### src/rtl/imem_loader.sv
// Boot loader: parses a length-prefixed byte stream into 32-bit words and writes them to instruction memory.
// Optional trailing checksum byte is enabled by defining LOADER_CHECKSUM_EN.
module imem_loader #(
   parameter int ADDR_W    = 10,
   parameter int BASE_ADDR = 0
) (
   input  logic              clk,
   input  logic              rst_n,
   input  logic              start,
   input  logic              byte_valid,
   input  logic [7:0]        byte_data,
   output logic              byte_ready,
   output logic              mem_we,
   output logic [ADDR_W-1:0] mem_addr,
   output logic [31:0]       mem_wdata,
   output logic              core_hold,
   output logic              done,
   output logic              error
);

   localparam int MAX_WORDS = (1 << ADDR_W) - BASE_ADDR;

   typedef enum logic [2:0] {
      S_IDLE, S_LEN_LO, S_LEN_HI, S_DATA, S_WRITE, S_CHECK, S_DONE, S_ERROR
   } state_t;

   state_t      state;
   logic [7:0]  len_lo;
   logic [15:0] word_cnt;
   logic [15:0] index;
   logic [1:0]  byte_idx;
   logic [31:0] asm_word;
`ifdef LOADER_CHECKSUM_EN
   logic [7:0]  sum;
`endif

   logic        xfer;
   logic [15:0] new_count;
   logic        count_ok;
   logic        last_word;

   assign xfer      = byte_valid & byte_ready;
   assign new_count = {byte_data, len_lo};
   assign count_ok  = (new_count != 16'd0) && (int'(new_count) <= MAX_WORDS);
   assign last_word = (index + 16'd1) == word_cnt;

   // NOTE: every output is a register updated together with the state it belongs to,
   // so each branch sets the outputs that must hold in the state being entered.
   always_ff @(posedge clk or negedge rst_n) begin
      if (!rst_n) begin
         state      <= S_IDLE;
         len_lo     <= '0;
         word_cnt   <= '0;
         index      <= '0;
         byte_idx   <= '0;
         asm_word   <= '0;
`ifdef LOADER_CHECKSUM_EN
         sum        <= '0;
`endif
         byte_ready <= 1'b0;
         mem_we     <= 1'b0;
         mem_addr   <= '0;
         mem_wdata  <= '0;
         core_hold  <= 1'b0;
         done       <= 1'b0;
         error      <= 1'b0;
      end else begin
         case (state)
            S_IDLE, S_DONE, S_ERROR: begin
               if (start) begin
                  state      <= S_LEN_LO;
                  done       <= 1'b0;
                  error      <= 1'b0;
                  index      <= '0;
                  byte_idx   <= '0;
`ifdef LOADER_CHECKSUM_EN
                  sum        <= '0;
`endif
                  core_hold  <= 1'b1;
                  byte_ready <= 1'b1;
               end
            end

            S_LEN_LO: begin
               if (xfer) begin
                  len_lo <= byte_data;
                  state  <= S_LEN_HI;
               end
            end

            S_LEN_HI: begin
               if (xfer) begin
                  if (count_ok) begin
                     word_cnt <= new_count;
                     state    <= S_DATA;
                  end else begin
                     state      <= S_ERROR;
                     error      <= 1'b1;
                     byte_ready <= 1'b0;
                     core_hold  <= 1'b0;
                  end
               end
            end

            // Bytes shift in from the top, so after four the first byte sits in [7:0].
            S_DATA: begin
               if (xfer) begin
                  asm_word <= {byte_data, asm_word[31:8]};
                  byte_idx <= byte_idx + 2'd1;
`ifdef LOADER_CHECKSUM_EN
                  sum      <= sum + byte_data;
`endif
                  if (byte_idx == 2'd3) begin
                     state      <= S_WRITE;
                     byte_ready <= 1'b0;
                     mem_we     <= 1'b1;
                     mem_addr   <= ADDR_W'(BASE_ADDR + int'(index));
                     mem_wdata  <= {byte_data, asm_word[31:8]};
                  end
               end
            end

            S_WRITE: begin
               mem_we <= 1'b0;
               index  <= index + 16'd1;
               if (last_word) begin
`ifdef LOADER_CHECKSUM_EN
                  state      <= S_CHECK;
                  byte_ready <= 1'b1;
`else
                  state      <= S_DONE;
                  done       <= 1'b1;
                  core_hold  <= 1'b0;
`endif
               end else begin
                  state      <= S_DATA;
                  byte_ready <= 1'b1;
               end
            end

`ifdef LOADER_CHECKSUM_EN
            S_CHECK: begin
               if (xfer) begin
                  byte_ready <= 1'b0;
                  core_hold  <= 1'b0;
                  if (byte_data == sum) begin
                     state <= S_DONE;
                     done  <= 1'b1;
                  end else begin
                     state <= S_ERROR;
                     error <= 1'b1;
                  end
               end
            end
`endif

            default: begin
               state      <= S_IDLE;
               byte_ready <= 1'b0;
               mem_we     <= 1'b0;
               core_hold  <= 1'b0;
            end
         endcase
      end
   end

endmodule

### config.mk
export PLATFORM = sky130hd
export DESIGN_NAME = imem_loader
export DESIGN_NICKNAME = d
export VERILOG_FILES = /design/src/rtl/imem_loader.sv
export SDC_FILE = /design/constraint.sdc
export NUM_CORES = 1
export LEC_CHECK = 0
export CAP_MARGIN = 0
export CORE_MARGIN = 2
export CORE_UTILIZATION = 45
export CTS_BUF_LIST = sky130_fd_sc_hd__clkbuf_2 sky130_fd_sc_hd__clkbuf_4 sky130_fd_sc_hd__clkbuf_8
export CTS_CLUSTER_DIAMETER = 120
export DETAILED_ROUTE_END_ITERATION = 16
export PLACE_DENSITY_LB_ADDON = 0.2
export SLEW_MARGIN = 5
export SYNTH_ARGS = -nofsm -noshare
export SYNTH_HDL_FRONTEND = slang
export SYNTH_SLANG_ARGS = --single-unit
### constraint.sdc
create_clock -name clk -period 2 [get_ports clk]
set_input_delay 0.4 -clock clk [delete_from_list [all_inputs] [get_ports clk]]
set_output_delay 0.4 -clock clk [all_outputs]
set_load 0.03 [all_outputs]
==> metrics.yaml <==
htreeDepth: 4
slowest_stage: "dfrtp_1"
worst_slack_ns: -0.185
grt_pass1_wl_um: 22700
clkSlewWorstSetupHoldPaths_ns: 0.07
ys.flop_type: "dfrtp_1"
diodes: 0
finalSetupViolations: 10
hp-class: "input port to async pin"
grt_max_degree: 79
synth-edff-count: 0
p_clk_share_pct: 20.3
routed_via_density: 5.43
antenna_left: 0
syn-cell-area_um2: 5500
cp.arrival_ns: 2.50
finalClockSkew_ns: 0.00843
dpl.hpwl_um: 9540
drt_iter0_markers: 233
syn_to_final_growth_pct: 36.0
syn_inst: 506
max_freq_mhz: 458
drv_slew: 0
clk_latency_ns: 0.44
dpl_cell_area_um2: 6910
cp_max_fo: 3
crit_path_frequent_cell: "buf_4"
yosys_register_bits: 116
drc_errors: 0
timing_hold_violations_final: 0
place.gp.congestion: 0.890
track_usage_pct: 22.5
worst_path_largest_cell_delay_ns: 0.43
core_area_um2: 12000
critPathKind: "register to register"
ys_warn_count: 0
wl_per_cell_um: 16.6
synth-async-reset-ratio_pct: 100
cp_num_buf_inv: 4
pre_cts_ws_ns: -0.417
layout_common_cells: "dfrtp_1, nand2_1, buf_4"
crit_start: "index[0]$_DFFE_PN0P_"
syn_nets: 520
cts-root-buf: "clkbuf_8"
p_sw_mw: 3.86
design_area_um2: 7480
overflow: 0
die_area_um2: 13100
pwr-share-comb_pct: 42.6
status: "finished with violations"
post_synth_num_cell_types: 61
ios: 59
timing.slew.headroom_pct: 46.7
routed_wl_um: 13500
drive_gt1_share_pct: 33.7
initial_core_util_pct: 46.0
timing.reg2reg.setup_slack_ns: -0.19
crit_path_start_kind: "register"
path_cells: "buf_4 > buf_4 > buf_4 > xnor2_1 > a211oi_1 > and4_1 > o2111ai_1 > nor4_2 > buf_4 > o211ai_1"
portBuffers: 58
postSynthAreaPerCell_um2: 10.9
cts_buffers: 17
powerDensity_nw_per_um2: 1370
cap_viol_max_count: 0
tightest_slew_ns: 0.798
p_leak_nw: 3.54
placementRows: 40
switching_share_pct: 37.5
rsz0062_at_grt: "yes"
die_w_um: 115
finalCritPeriodShare_pct: 109
cts_buffer_depth: 2
final_nets: 666
drtPass1Iterations: 4
die_y_um: 115
holdWs_ns: 0.336
pwr-share-seq_pct: 37.1
vias: 4406
period_minus_slack_ns: 2.19
worst_setup_path_end_kind: "register"
cp_top_family: "buffers and inverters"
grt_pass1_vias: 4443
r2r_start: "index[0]$_DFFE_PN0P_"
p_int_mw: 6.43
finish.utilization_pct: 62.6
yosysSeqAreaShare_pct: 52.8
grt_antenna_before_repair: 0
vdd_drop_max_uv: 850
cts.sinks: 116
required_ns: 2.32
layout_commonest_cell: "dfrtp_1"
r2r_cells: 10
cts_tree: "done"
r2r_end: "core_hold$_DFFE_PN0P_"
violations: "negative setup slack"
==> flip-flops by register name, indices dropped and copies added (netlist names) <==
signal and flops:
asm_word 24, byte_idx 2, byte_ready 1, core_hold 1, done 1, error 1, index 16, len_lo 8
mem_addr 10, mem_wdata 32, mem_we 1, state 3, word_cnt 16
==> worst max-delay path by stage <==
stage / cells past startpoint / end / slack, ns
2_1_floorplan: 8 / core_hold$_DFFE_PN0P_ / 0.01
3_3_place_gp: 6 / word_cnt[8]$_DFFE_PN0P_ / -0.40
3_5_place_dp: 6 / word_cnt[8]$_DFFE_PN0P_ / -0.42
4_1_cts: 9 / core_hold$_DFFE_PN0P_ / -0.20
5_1_grt: 9 / core_hold$_DFFE_PN0P_ / -0.32
6_report: 10 / core_hold$_DFFE_PN0P_ / -0.19
==> layer usage <==
metal | track usage, % | wire (um)
met2 | 36.0 | 6500
met3 | 4.76 | 450
met4 | 10.1 | 280
met5 | 0 | 0
met1 | 29.6 | 6250
==> metrics by stage <==
stage	TNS, ns	power [mW]	instances
global placement	-9.41	7.95	770
global route	-2.34	10.9	811
finish	-0.659	10.3	811
floorplan	0	6.20	506
detailed placement	-9.40	8.04	770
CTS	-0.552	10.3	807
==> area by class of cell <==
class,instances,area [um^2]
fillers,972,4480
flip-flops and latches,116,2910
multi-input cells,358,2580
repair buffers,152,1410
clock buffers,21,270
well taps,147,184
clock inverters,10,109
inverters,7,26.3
==> logic make-up after synthesis <==
kind of cell,share of synthesized area (%)
and+or+nand+nor,16.9
DFF,52.8
AOI/OAI and AO/OA,10.1
muxes,13.7
buffers and inverters,3.23
xor gates and xnor gates,2.86
adders and majority gates,0.455
==> cells in the mapped netlist, drive strengths merged, types with 8 or more instances <==
master / instances / share of area, %
a21oi: 13 / 1.2
nor2: 30 / 2.1
nand4: 13 / 2.1
buf: 16 / 2.0
nand2: 85 / 5.9
clkbuf: 11 / 0.75
nand3: 8 / 0.82
nor3: 8 / 0.82
nor4: 12 / 1.5
o21ai: 38 / 3.5
dfrtp: 116 / 53
xor2: 8 / 1.3
mux2: 65 / 14
xnor2: 10 / 1.6
==> worst reg2reg max path: stages, from the launching register on <==
cell       delay, ns
dfrtp_1         0.43
buf_4           0.15
buf_4           0.12
buf_4           0.13
xnor2_1         0.15
a211oi_1        0.18
and4_1          0.21
o2111ai_1       0.12
nor4_2          0.30
buf_4           0.18
o211ai_1        0.07
==> timing repair <==
| item | CTS | global route |
|---|---|---|
| gates cloned | 2 | 0 |
| hold endpoints to repair | 10 | 0 |
| hold buffers | 1 | 0 |
| pin swaps | 14 | 7 |
| setup endpoints to repair | 16 | 29 |
| gates resized for setup | 21 | 4 |
| buffers inserted | 3 | 4 |
==> power by group through the flow <==
stage          Combinational [mW]  Sequential (mW)  Clock (mW)
2_1_floorplan                1.85             4.36           0
3_3_place_gp                 4.17             3.78           0
3_5_place_dp                 4.22             3.82           0
4_1_cts                      4.35             3.82        2.14
5_1_grt                      4.73             3.93        2.25
6_report                     4.38             3.81        2.09
No activity file was read; power rests on OpenSTA's default activity.
==> RTL change 1 (same flow settings) <==
Set the parameter `ADDR_W` to 11 (it was 10).
--- a/src/rtl/imem_loader.sv
+++ b/src/rtl/imem_loader.sv
@@ -1,7 +1,7 @@
 // Boot loader: parses a length-prefixed byte stream into 32-bit words and writes them to instruction memory.
 // Optional trailing checksum byte is enabled by defining LOADER_CHECKSUM_EN.
 module imem_loader #(
-   parameter int ADDR_W    = 10,
+   parameter int ADDR_W    = 11,
    parameter int BASE_ADDR = 0
 ) (
    input  logic              clk,
Ports: changed (resized mem_addr); port bits go from 59 to 60. The function was not compared with the original's and may differ.
==> RTL change 1 against the original RTL <==
- the run still ends with negative setup slack left
- critical endpoint is now byte_ready
- critical path depth decreased by 2
- sequential cell count rose by 1
- worst hold slack improved by 0.16 ns
- setup slack gained 0.11 ns
- design area down 2.4%
- clock skew is 0.0019 ns lower
- clock power is 23% higher
- synthesized area down 0.59%
- routed wire length decreased by 6.9%
- power down 21%
==> RTL change 1: results (changes against the original RTL) <==
drt-pass1-iter-count: 4  # unchanged
worst-r2r-cell-count: 8  # -2
wl_met1_microns: 5660  # -9.4%
sequentialPower_w: 0.00330  # -13%
syn_inst: 452  # -11%
cp_top_family: "simple AND/OR/NAND/NOR gates"
wl_met3_microns: 558  # +24%
grtUsageTotal_pct: 20.5  # -2.1 points
yosys-top-cells-area: "dfrtp_1 (54%), mux2_2 (17%), o21ai_0 (3.0%), xnor2_1 (2.7%), nand2_1 (1.8%)"
grt_max_degree: 40  # -49%
clock_skew_ns: 0.00654  # -0.00189 ns
drt_iter0_markers: 256  # +9.9%
timing.setup.tns_ns: -0.347  # +0.312 ns
leakagePower_nw: 3.41  # -3.8%
vias: 4050  # -8.1%
synth_mux_area_share_pct: 19.0  # +5.3 points
dp.cells: 699  # -9.2%
drt_wl_total_microns: 12500  # -6.9%
synth_compound_area_share_pct: 9.42  # -0.69 points
final.setup.worst_slack_ns: -0.0774  # +0.108 ns
place.gp.congestion: 0.905  # +1.7%
wl_met2_microns: 6050  # -6.9%
yosysSeqAreaShare_pct: 53.5  # +0.77 points
synth.distinct_cells: 60  # -1.6%
place.detailed.hpwl_microns: 8880  # -6.8%
placedInstanceArea_sq_mm: 0.00672  # -2.7%
violations: "negative setup slack"
slew-limit-headroom_pct: 61.4  # +15 points
critPathMaxFanout: 5  # +2
layout-drive-gt1-share_pct: 37.0  # +3.3 points
syn_nets: 466  # -10%
ir_worst_vdd_v: 0.000641  # -25%
setup_viol: 5  # -5
via_per_inst: 5.54  # +2.0%
p_comb_share_pct: 27.6  # -15 points
numPortBuffers: 59  # +1.7%
worstReg2RegEnd: "byte_ready"
post-place-ws_ns: -0.200  # +0.217 ns
synth_common_cells: "dfrtp_1 (117), mux2_2 (84), o21ai_0 (33), nand2_1 (26), nor2_1 (23)"
status: "complete, but fails checks"
grt_pass1_wl_microns: 20700  # -8.8%
synth_adder_area_share_pct: 0.457  # +0.0027 points
crit_slowest_cell: "dfrtp_1"
switchingPower_w: 0.00245  # -37%
arrival_ns: 2.40  # -0.10 ns
yosys.area_share.xor_xnor_pct: 3.98  # +1.1 points
htreeDepth: 4  # unchanged
fin_nets: 588  # -12%
RTL change 1: area by class of cell:
| cell class | instances | area [sq um] |
|---|---|---|
| clock buffers | 20 | 269 |
| clock inverters | 9 | 201 |
| well taps | 147 | 184 |
| fillers | 974 | 4660 |
| flip-flops and latches | 117 | 2930 |
| multi-input cells | 301 | 2480 |
| inverters | 6 | 22.5 |
| repair buffers | 131 | 1210 |
RTL change 1: per-stage QoR:
step | total power (W) | hold WS (ns)
floorplan | 0.00470 | 0.104
global placement | 0.00547 | 0.442
detailed placement | 0.00555 | 0.448
CTS | 0.00815 | 0.500
global route | 0.00854 | 0.516
finish | 0.00812 | 0.494
RTL change 1: per-layer routing:
layer	up-vias	global-route usage, %
li1	1876	-
met5	-	0
met3	24	5.29
met1	2050	27.0
met4	0	8.54
met2	100	32.3
RTL change 1: timing repair:
item	in CTS	in global routing
pin swaps	3	7
hold buffers	1	0
setup endpoints to repair	6	18
hold endpoints to repair	35	0
buffers inserted	1	1
resized for setup	8	14
==> RTL change 2 (same flow settings) <==
Made on the original files. The 8 states of `state_t` get a one-hot encoding in 8 bits.
--- a/src/rtl/imem_loader.sv
+++ b/src/rtl/imem_loader.sv
@@ -20,8 +20,8 @@
 
    localparam int MAX_WORDS = (1 << ADDR_W) - BASE_ADDR;
 
-   typedef enum logic [2:0] {
-      S_IDLE, S_LEN_LO, S_LEN_HI, S_DATA, S_WRITE, S_CHECK, S_DONE, S_ERROR
+   typedef enum logic [7:0] {
+      S_IDLE = 8'b00000001, S_LEN_LO = 8'b00000010, S_LEN_HI = 8'b00000100, S_DATA = 8'b00001000, S_WRITE = 8'b00010000, S_CHECK = 8'b00100000, S_DONE = 8'b01000000, S_ERROR = 8'b10000000
    } state_t;
 
    state_t      state;
Function: same outputs for any inputs over 10 cycles, from zero or initial values and one cycle with rst_n low; not proved beyond that.
==> RTL change 2 against the original RTL <==
- the run still ends with negative setup slack left
- via count shrank 3.2%
- synthesized area is 0.86% lower
- sequential cell count up 4
- first-iteration DRC count decreased by 18%
- setup slack worse by 0.17 ns
- design area up 7.7%
- count of clock-buffer cells in the layout up 1
- cell count is 2.5% lower
- routed wire length increased by 6.9%
- non-clock buffer count up 31
Power is not compared: it rests on default switching activity, and its combinational part moved more than twofold at a synthesized area within 25%.
==> RTL change 2: results (changes against the original RTL) <==
grt_pass1_wl_microns: 22600  # -0.40%
gr-usage-met1_pct: 29.3  # -0.33 points
syn_inst: 452  # -11%
grt_pass1_vias: 4369  # -1.7%
critPathMaxFanout: 5  # +2
arrival_ns: 2.75  # +0.25 ns
wl_per_cell_microns: 18.2  # +9.6%
setup_viol: 99  # +89
yosysSeqAreaShare_pct: 55.1  # +2.3 points
post-place-ws_ns: -0.506  # -0.0887 ns
final.setup.worst_slack_ns: -0.358  # -0.172 ns
synth.distinct_cells: 60  # -1.6%
place.gp.congestion: 0.879  # -1.2%
cp_top_family: "simple AND/OR/NAND/NOR gates"
postCtsSetupBuffers: 13  # +10
wl_met2_microns: 7230  # +11%
p_total_w: 0.00675
grtUsageTotal_pct: 22.8  # +0.26 points
dp.cells: 732  # -4.9%
syn_nets: 466  # -10%
layout-drive-gt1-share_pct: 45.5  # +12 points
final_area_sq_mm: 0.00806  # +7.7%
place.detailed.hpwl_microns: 9020  # -5.5%
max_stage_delay_ns: 0.49  # +0.06 ns
crit_slowest_cell: "or4_4"
violations: "negative setup slack"
wl_met3_microns: 608  # +35%
met2_usage_pct: 38.1  # +2.1 points
status: "complete, but fails checks"
instances_no_fill: 791  # -2.5%
clock_skew_ns: 0.0138  # +0.00537 ns
drt_iter0_markers: 191  # -18%
synth_common_cells: "dfrtp_1 (119), mux2_2 (81), o21ai_0 (33), nand2_1 (27), nor2_1 (23)"
via_per_inst: 5.39  # -0.75%
cts_resized: 40  # +90%
-- RTL change 2: cell type report --
cell class	instances	share of cell area, %
clock buffers	22	3.52
clock inverters	10	2.07
inverters	8	0.435
multi-input cells	301	32.3
flip-flops and latches	120	37.3
well taps	147	2.28
repair buffers	183	22.1
-- RTL change 2: path summary, 6_finish.rpt --
check	startpoint	endpoint	slack, ns	depth (start not counted)
worst max register to register	index[1]	done	-0.36	9
worst max-delay path	index[1]	done	-0.36	9
max in group asynchronous	rst_n	index[0]	0.92	3
min in group clk	done	done	0.49	2
worst min-delay path	rst_n	state[2]	0.45	2
worst min register to register	done	done	0.49	2
-- RTL change 2: cell families (layout without fill, tap and decap cells) --
family	count (synthesis)	in the layout	share of synthesized area [%]
muxes	87	87	17.9
DFF	120	120	55.1
xor gates and xnor gates	22	22	3.53
and+or+nand+nor	125	125	13.1
AOI/OAI and AO/OA	65	65	7.48
adders and majority gates	2	2	0.459
buffers and inverters	31	223	2.52
